## config.mk

```make
export PLATFORM = sky130hd
export DESIGN_NAME = hazard_ctrl_unit
export DESIGN_NICKNAME = d
export VERILOG_FILES = /design/src/rtl/pipe_ctrl_pkg.sv /design/src/rtl/load_use_detect.sv /design/src/rtl/hazard_ctrl_unit.sv
export SDC_FILE = /design/constraint.sdc
export NUM_CORES = 1
export LEC_CHECK = 0
export CORE_MARGIN = 8
export CORE_UTILIZATION = 39
export CTS_CLUSTER_DIAMETER = 80
export CTS_CLUSTER_SIZE = 24
export DETAILED_ROUTE_END_ITERATION = 7
export DONT_BUFFER_PORTS = 1
export GPL_ROUTABILITY_DRIVEN = 0
export SYNTH_ARGS = -nofsm -noshare
export SYNTH_HDL_FRONTEND = slang
export SYNTH_SLANG_ARGS = --single-unit
```

## constraint.sdc

```tcl
create_clock -name clk -period 1.4 [get_ports clk]
set_input_delay 0.21 -clock clk [delete_from_list [all_inputs] [get_ports clk]]
set_output_delay 0.21 -clock clk [all_outputs]
set_load 0.01 [all_outputs]
```

## src/rtl/pipe_ctrl_pkg.sv

```systemverilog
// Shared pipeline-control definitions: sequencing FSM encoding, x0 register id,
// and the default MUL/DIV EX latency shared with the MUL/DIV unit.
package pipe_ctrl_pkg;
  typedef enum logic {RUN = 1'b0, MD_BUSY = 1'b1} md_state_e;

  localparam logic [4:0] REG_X0         = 5'd0;
  localparam int         MD_LATENCY_DEF = 4;
endpackage

```

## src/rtl/load_use_detect.sv

```systemverilog
// Load-use comparator: a load in EX whose rd feeds a source actually read in ID.
module load_use_detect
  import pipe_ctrl_pkg::*;
(
  input  logic       mem_read,
  input  logic [4:0] rd,
  input  logic [4:0] rs1,
  input  logic [4:0] rs2,
  input  logic       use_rs2,
  output logic       load_use
);
  // x0 is hardwired zero, so a load into it never creates a dependency.
  assign load_use = mem_read && (rd != REG_X0) &&
                    ((rd == rs1) || (use_rs2 && (rd == rs2)));
endmodule

```

## src/rtl/hazard_ctrl_unit.sv

```systemverilog
// Pipeline hazard controller: load-use stall, EX branch flush, MUL/DIV hold FSM.
// Optional stall/flush performance counters are built when HAZ_PERF_CNT_EN is defined.
module hazard_ctrl_unit
  import pipe_ctrl_pkg::*;
#(
  parameter int MD_LATENCY = MD_LATENCY_DEF,
  parameter int CNT_W      = 4,
  parameter int PERF_W     = 16
) (
  input  logic              clk,
  input  logic              reset,
  input  logic              ID_EXMemRead,
  input  logic [4:0]        ID_EXRegRd,
  input  logic              ID_EXMulDiv,
  input  logic [4:0]        IF_IDRs1,
  input  logic [4:0]        IF_IDRs2,
  input  logic              IF_IDUseRs2,
  input  logic              EX_BranchTaken,
  output logic              PC_Write,
  output logic              IF_IDWrite,
  output logic              IF_IDFlush,
  output logic              ID_EXFlush,
  output logic              EX_MEMFlush,
  output logic              md_busy,
  output logic [PERF_W-1:0] stall_cnt,
  output logic [PERF_W-1:0] flush_cnt
);
  md_state_e        state, state_nxt;
  logic [CNT_W-1:0] md_cnt, md_cnt_nxt;
  logic             md_done, md_done_nxt;
  logic             load_use;
  logic             br_accept;

  load_use_detect u_lud (
    .mem_read (ID_EXMemRead),
    .rd       (ID_EXRegRd),
    .rs1      (IF_IDRs1),
    .rs2      (IF_IDRs2),
    .use_rs2  (IF_IDUseRs2),
    .load_use (load_use)
  );

  always_ff @(posedge clk or negedge reset) begin
    if (!reset) begin
      state   <= RUN;
      md_cnt  <= '0;
      md_done <= 1'b0;
    end else begin
      state   <= state_nxt;
      md_cnt  <= md_cnt_nxt;
      md_done <= md_done_nxt;
    end
  end

  always_comb begin
    state_nxt   = state;
    md_cnt_nxt  = md_cnt;
    md_done_nxt = 1'b0;
    br_accept   = 1'b0;
    PC_Write    = 1'b1;
    IF_IDWrite  = 1'b1;
    IF_IDFlush  = 1'b0;
    ID_EXFlush  = 1'b0;
    EX_MEMFlush = 1'b0;
    md_busy     = 1'b0;
    case (state)
      RUN: begin
        if (EX_BranchTaken) begin
          // Squashing ID also kills any load-use consumer, so no stall here.
          IF_IDFlush = 1'b1;
          ID_EXFlush = 1'b1;
          br_accept  = 1'b1;
        end else if (ID_EXMulDiv && !md_done) begin
          state_nxt   = MD_BUSY;
          md_cnt_nxt  = CNT_W'(MD_LATENCY - 2);
          PC_Write    = 1'b0;
          IF_IDWrite  = 1'b0;
          EX_MEMFlush = 1'b1;
        end else if (load_use) begin
          PC_Write   = 1'b0;
          IF_IDWrite = 1'b0;
          ID_EXFlush = 1'b1;
        end
      end
      MD_BUSY: begin
        md_busy = 1'b1;
        // md_cnt==0 is the completion cycle: the result leaves EX on this
        // edge, so the pipe advances and only MD_LATENCY-1 bubbles reach MEM.
        if (md_cnt == '0) begin
          state_nxt   = RUN;
          md_done_nxt = 1'b1;
        end else begin
          md_cnt_nxt  = md_cnt - CNT_W'(1);
          PC_Write    = 1'b0;
          IF_IDWrite  = 1'b0;
          EX_MEMFlush = 1'b1;
        end
      end
      default: state_nxt = RUN;
    endcase
  end

`ifdef HAZ_PERF_CNT_EN
  always_ff @(posedge clk or negedge reset) begin
    if (!reset) begin
      stall_cnt <= '0;
      flush_cnt <= '0;
    end else begin
      if (!PC_Write && (stall_cnt != '1)) stall_cnt <= stall_cnt + PERF_W'(1);
      if (br_accept && (flush_cnt != '1)) flush_cnt <= flush_cnt + PERF_W'(1);
    end
  end
`else
  assign stall_cnt = '0;
  assign flush_cnt = '0;
`endif
endmodule

```

# ---- Word-level counts from Yosys, hierarchy flattened
# Cells that the tools add are included.
dict set report word_totals {
  reg_bits 6
  in_bits 21
  wordCells 40
}
dict set report classes {
  add_sub_neg 1
  eq_ne 5
  muxes 21
  bitwise_logic 1
  n_reduce_logical 9
}
# cell count
set op_table {}
lappend op_table {{$mux 1} 15}
lappend op_table {{$mux 4} 3}
lappend op_table {{$eq 5x5->1} 2}
lappend op_table {{$pmux 4 s2} 1}
lappend op_table {{$ne 2x2->1 const B} 3}
lappend op_table {{$reduce_bool 5->1} 1}
lappend op_table {{$logic_and 1x1->1} 4}
lappend op_table {{$logic_not 4->1} 1}
lappend op_table {{$pmux 1 s2} 2}
lappend op_table {{$sub 4x1->4 const B} 1}
lappend op_table {{$reduce_and 3->1} 1}
lappend op_table {{$logic_not 1->1} 1}
lappend op_table {{$logic_or 1x1->1} 1}
lappend op_table {{$not 1->1} 1}

# ---- Depth between registers and ports, before layout
# Gate-level depths: netlist of the first run.
dict set report logic_depth {
  ltp_word 8
  ltp_mapped 6
  depth_no_buf 6
}

# ---- By module
# Synthesis of the first run repeated with hierarchy kept, for this count alone.
dict set report unflattened {
  cells_unflattened 83
  hier_area_um2 713.2
}
# mod n_inst cells_per_inst area_per_inst_um2 seq_area_each_um2
set modules_own_cells {}
lappend modules_own_cells {hazard_ctrl_unit 1 66 580.6 150.1}
lappend modules_own_cells {load_use_detect 1 17 132.6 0.0}

# ---- Worst setup path after synthesis of the first run
# Ideal clock, no wire load.
dict set report synth_path {
  path_kind {reg-to-output}
  start {register md_cnt[0]}
  end {output PC_Write}
  arrival_time_ps 1595
  setup_slack_ps -405
  stages_incl_launch_ff 7
  cell_sequence {dfrtp_1 > inv_1 > ha_1 > nor4bb_4 > a211oi_4 > a31oi_1 > buf_4}
}
dict set report synth_between {
  elab_chain_len 3
}
# element line_no
set synth_lines {}
lappend synth_lines {{start, declared} hazard_ctrl_unit.sv:29} ;# logic [CNT_W-1:0] md_cnt, md_cnt_nxt;
lappend synth_lines {{start signal, assigned} hazard_ctrl_unit.sv:50} ;# md_cnt <= md_cnt_nxt;
lappend synth_lines {{$logic_not 4->1} hazard_ctrl_unit.sv:89} ;# if (md_cnt == '0) begin
lappend synth_lines {{$mux 1} --}
lappend synth_lines {{$pmux 1 s2} --}
lappend synth_lines {{end, declared} hazard_ctrl_unit.sv:19} ;# output logic PC_Write,
# No other way between the ends.

# ---- Worst setup path in the final report of the first run
dict set report layout_path {
  start {register md_cnt[1]}
  end {output IF_IDWrite}
}
dict set report layout_between {
  elab_chain_len 3
}
# element line_no
set layout_lines {}
lappend layout_lines {{$logic_not 4->1} hazard_ctrl_unit.sv:89}
lappend layout_lines {{$mux 1} hazard_ctrl_unit.sv:89}
lappend layout_lines {{$pmux 1 s2} hazard_ctrl_unit.sv:66} ;# case (state)
lappend layout_lines {{end, declared} hazard_ctrl_unit.sv:20} ;# output logic IF_IDWrite,
# No other way between the ends.

==> flow_metrics.py, run 1 <==
metrics = {
    "timing": {
        "max_freq_mhz": 576,
        "hold_violations": 0,
        "min_period_ps": 1730,
        "setup_ws_ps": -335,
        "rsz0062_at_grt": "yes",
        "fin_crit_sh_pct": 124,
        "tns_ps": -1300,
        "slew_violations": 0,
        "setup_viol": 7,
        "clock_skew_ps": 6.62,
    },
    "yosys": {
        "ys_types": 26,
        "synth_area_um2": 731,
        "yosys-top-cells-area": "buf_4, dfrtp_1, xnor2_1",
        "ys_seq_elements": 6,
        "synth_top_area_share_pct": 33.9,
        "netlist_instances": 84,
        "synth_top_area_cell": "buf_4",
        "syn_area_per_cell_um2": 8.70,
        "ys_warn_count": 0,
        "ys_seq_area_share_pct": 20.5,
    },
    "final_layout": {
        "layout-drive-gt1-share_pct": 32.1,
        "multi_input_area_um2": 478,
        "num_antenna_cells": 0,
        "syn2layout_area_growth_pct": 17.5,
        "nets": 130,
        "fillCellCount": 183,
        "seqCellArea_um2": 151,
        "design_area_um2": 858,
    },
    "clocking": {
        "htreeDepth": 1,
        "cts.sinks": 6,
        "cts_made_buffers": 3,
        "cts_tree": "done",
        "path_clk_slew_ps": 50,
        "cts_buffer_depth": 2,
        "clock_latency_ps": 240,
        "ctsRootBufferMaster": "clkbuf_4",
    },
    "global_route": {
        "grt_pass1_vias": 515,
        "grt_pass1_wl_um": 2240,
        "grt_max_degree": 7,
        "grtUsageTotal_pct": 8.23,
        "antenna_found_initial": 0,
        "gr-total-overflow": 0,
    },
    "drt": {
        "ant_nets": 0,
        "routed_wl_um": 1650,
        "wl_per_cell_um": 12.6,
        "vias": 521,
        "drc_errors": 0,
        "drt_iter0_markers": 6,
        "first_pass_iters": 4,
        "avgViaCountPerCell": 3.98,
    },
    "place": {
        "port_buffers": 0,
        "place_area_um2": 743,
        "hpwlAfterDp_um": 1400,
        "pre_cts_slack_ps": -100,
    },
    "power": {
        "p_leak_uw": 0.000413,
        "p_per_area_mw_per_mm2": 1820,
        "vdd_drop_max_mv": 1.07,
    },
    "run_status": {
        "violations": "negative setup slack",
        "outcome": "finished, violations left",
    },
    "run": {
        "drv_cap": 0,
    },
    "critical_path": {
        "start_kind": "register",
        "worstReg2RegStart": "md_cnt[1]",
        "critPathArrivalTime_ps": 1520,
        "worstPathMaxFanout": 3,
        "r2r_end": "md_cnt[3]",
        "reg2reg_depth": 7,
        "regToRegSetupSlack_ps": -150,
        "required_ps": 1190,
        "path_class": "register to output pin",
        "cp-end-kind": "output pin",
    },
    "floorplan": {
        "rows": 15,
        "chipWidth_um": 59.3,
        "pin_count": 59,
        "start_util_pct": 41.9,
        "die_height_um": 59.3,
        "die_area_mm2": 0.00351,
        "core-area_mm2": 0.00175,
    },
    "worst_hold_path": {
        "hold_class": "primary input to async pin",
    },
}
## worst max-delay path: stages, from the launching register on
cell	delay, ps
dfrtp_1	380
inv_2	80
ha_4	120
nor4bb_4	310
nor2_1	90
a31oi_2	130
buf_4	160
## how the worst max path moves through the flow
stage / from / end / slack, ps / cells past startpoint
after floorplan: md_cnt[1] / PC_Write / -170 / 6
after global placement: ID_EXRegRd[0] / PC_Write / -70 / 4
after detailed placement: md_cnt[1] / IF_IDWrite / -100 / 6
after CTS: md_cnt[0] / IF_IDWrite / -350 / 6
after global routing: md_cnt[1] / IF_IDWrite / -440 / 6
final: md_cnt[1] / IF_IDWrite / -330 / 6
## sequential cells by signal, summed over array words and instances, names as in the netlist
register / flops
md_done: 1
state: 1
md_cnt: 4
## synth_stat cells
cell	instances
nand2b_1	2
nor2_1	4
a31o_1	1
nor2b_1	1
nand2_1	3
xnor2_1	10
buf_4	33
a41o_1	1
a21oi_1	2
nand3_1	2
or4_1	1
nor4b_1	1
nor3_1	1
nand3b_1	1
nand4_1	1
o21ai_1	1
dfrtp_1	6
a21bo_1	1
a211oi_4	1
o21a_1	1
o22ai_1	1
a31oi_1	2
nor4bb_4	1
inv_1	3
conb_1	1
ha_1	2
## per-stage QoR
step	utilization, %	cells	hold slack (ps)	power, uW
final	49.2	131	268	1560
after global routing	49.2	131	268	1690
after CTS	47.2	129	269	1460
after detailed placement	42.6	119	-85.4	1150
after global placement	42.6	119	-85.4	1140
after floorplan	-	115	-85.6	917
## report_power, final
part / internal [uW] / total (uW) / switching, uW
combinational: 568 / 1070 / 497
clock: 108 / 168 / 60.2
sequential: 255 / 330 / 74.2
## routing by layer
layer	wire length [um]	part of all wire, %	GRT usage [%]	vias to the layer above
li1	-	-	-	260
met1	579	35	8.25	236
met2	891	54	14.6	25
met3	184	11	2.82	0
met4	0	0	4.10	0
met5	0	0	0	-
## cells by family after synthesis
group | share of synthesized area, %
AO/OA/AOI/OAI | 12.3
other | 0.513
XOR/XNOR | 12.0
adder cells (fa/ha/maj) | 3.42
AND/OR/NAND/NOR | 15.8
flip-flops | 20.5
buffers and inverters | 35.4
## timing repair
item                       4_1_cts  5_1_grt
hold endpoints to repair         6        0
setup buffers                    5        3
hold buffers                     1        0
pin swaps                        5        3
cloned                           0        0
setup endpoints to repair        7        8
gates resized for setup          2        5
## area by class of cell
cell class	count	area share, %
inverter	3	1.31
tap	25	3.64
sequential	6	17.6
timing repair buffer	20	18.7
clock buffer	4	3.06
multi-input combinational	73	55.7
## cell usage in the layout, fill, tap and decap left out, drive strengths merged, types with 2 or more instances in the layout
cell type	n
ha	2
dfrtp	6
a31oi	2
buf	19
nand2	3
nand2b	2
conb	32
inv	3
clkbuf	4
a21oi	2
xnor2	10
nor2	4
nand3	2
(Power assumes the default switching activity.)
==> run 2: changes to the inputs <==
TNS_END_PERCENT = 30   (was unset)
clock period = 2.25 ns   (was 1.4 ns; I/O delays follow)
==> flow_metrics.py, run 2 (synthesized netlist as in run 1, its figures left out) <==
metrics = {
    "timing": {
        "setup_ws_ps": 182,
        "clock_skew_ps": 0.460,
        "slew_headroom_pct": 65.4,
        "setup_viol": 0,
        "min_period_ps": 2070,
        "tightest_slew_ps": 512,
        "slew_violations": 0,
        "tns_ps": 0,
        "hold_violations": 0,
        "rsz0062_at_grt": "no",
        "max_freq_mhz": 484,
        "fin_crit_sh_pct": 91.9,
    },
    "final_layout": {
        "num_antenna_cells": 0,
        "final_common_cell": "conb_1",
        "fillCellCount": 194,
        "nets": 113,
        "design_area_um2": 678,
        "largest_reg_flops": 4,
        "multi_input_area_um2": 438,
        "seqCellArea_um2": 150,
        "syn2layout_area_growth_pct": -7.19,
        "largestRegisters": "md_cnt: 4 flops, md_done: 1 flops, state: 1 flops",
        "layout-drive-gt1-share_pct": 7.95,
        "regMostFlops": "md_cnt",
        "layout_common_cells": "conb_1, xnor2_1, dfrtp_1",
    },
    "critical_path": {
        "required_ps": 1910,
        "path_class": "register to output pin",
        "start_kind": "register",
        "cp-end-kind": "output pin",
        "r2r_end": "md_cnt[2]",
        "reg2reg_depth": 7,
        "regToRegSetupSlack_ps": 490,
        "critPathArrivalTime_ps": 1730,
        "worstReg2RegStart": "md_cnt[0]",
        "worstPathMaxFanout": 4,
    },
    "place": {
        "hpwlAfterDp_um": 1380,
        "pre_cts_slack_ps": 442,
        "port_buffers": 0,
        "place_area_um2": 646,
    },
    "floorplan": {
        "pin_count": 59,
        "start_util_pct": 41.9,
        "die_area_mm2": 0.00351,
        "rows": 15,
        "core-area_mm2": 0.00175,
        "chipWidth_um": 59.3,
        "die_height_um": 59.3,
    },
    "global_route": {
        "grt_pass1_wl_um": 2350,
        "antenna_found_initial": 0,
        "grtUsageTotal_pct": 8.53,
        "grt_pass1_vias": 521,
        "grt_max_degree": 9,
        "gr-total-overflow": 0,
    },
    "worst_hold_path": {
        "hold_class": "primary input to register",
        "min_from": "EX_BranchTaken",
        "min_to": "md_cnt[2]",
        "hold_depth": 2,
    },
    "clocking": {
        "cts_resized": 0,
        "clock_latency_ps": 240,
        "cts_buffer_depth": 2,
        "cts_made_buffers": 3,
        "htreeDepth": 1,
        "path_clk_slew_ps": 50,
        "ctsRootBufferMaster": "clkbuf_4",
        "post-cts-setup-buffer-count": 0,
        "cts_tree": "done",
        "cts.sinks": 6,
    },
    "drt": {
        "drc_errors": 0,
        "avgViaCountPerCell": 4.33,
        "wl_per_cell_um": 13.7,
        "drt_iter0_markers": 12,
        "vias": 489,
        "first_pass_iters": 4,
        "routed_wl_um": 1550,
        "ant_nets": 0,
    },
    "power": {
        "power_uw": 679,
        "p_leak_uw": 0.000324,
        "p_per_area_mw_per_mm2": 1000,
        "vdd_drop_max_mv": 0.607,
    },
    "run": {
        "drv_cap": 0,
    },
    "run_status": {
        "outcome": "completed",
    },
}
==> run 2: critical path, cell delays in order, from the launching register on <==
cell and delay [ps]:
dfrtp_1 380, inv_1 120, ha_1 180, nor4bb_4 400, a211oi_4 80, a31oi_1 170, buf_4 160
==> run 2: metrics by stage <==
stage,util (%),std cells,hold slack [ps]
after detailed placement,37.0,109,42.1
after floorplan,-,115,41.9
after global placement,37.0,109,42.1
after CTS,38.9,113,332
after global routing,38.9,113,330
final,38.9,113,327
==> run 2: metal layers <==
layer  routed length (um)  vias to the layer above  track usage [%]
li1                     -                      222                -
met1                  456                      230             6.99
met2                  767                       35             14.8
met3                  317                        2             6.29
met4                    8                        0             4.10
met5                    0                        -                0
==> run 2: worst max path at each step <==
stage                          from    endpoint  slack (ps)
after floorplan           md_cnt[0]    PC_Write         320
after global placement    md_cnt[0]    PC_Write         510
after detailed placement  md_cnt[0]  IF_IDWrite         440
after CTS                 md_cnt[0]  IF_IDWrite         170
after global routing      md_cnt[0]  IF_IDWrite          50
final                     md_cnt[0]  IF_IDWrite         180
==> run 2: layout make-up <==
cell class	count	area share [%]
repair buffers	3	3.69
inverters	3	1.66
clock buffers	3	3.32
well taps	25	4.61
multi-input cells	73	64.6
flip-flops and latches	6	22.1
==> run 2: power by group <==
| part | internal, uW | leakage [uW] | total (uW) | switching, uW |
|---|---|---|---|---|
| Sequential | 157 | 0.0000740 | 220 | 63.3 |
| Clock | 60.5 | 0.0000138 | 101 | 40.9 |
| Combinational | 159 | 0.000236 | 358 | 199 |
| Total | 376 | 0.000324 | 679 | 303 |
==> run 2: timing repair <==
action                     in CTS  in global routing
hold endpoints to repair        6                  0
hold buffers                    1                  0
setup endpoints to repair       0                  0
==> run 3: changes to the inputs <==
SLEW_MARGIN = 0   (was unset)
==> results of run 3 <==
No change in the layout: final DEF, timing and power equal those of run 2.
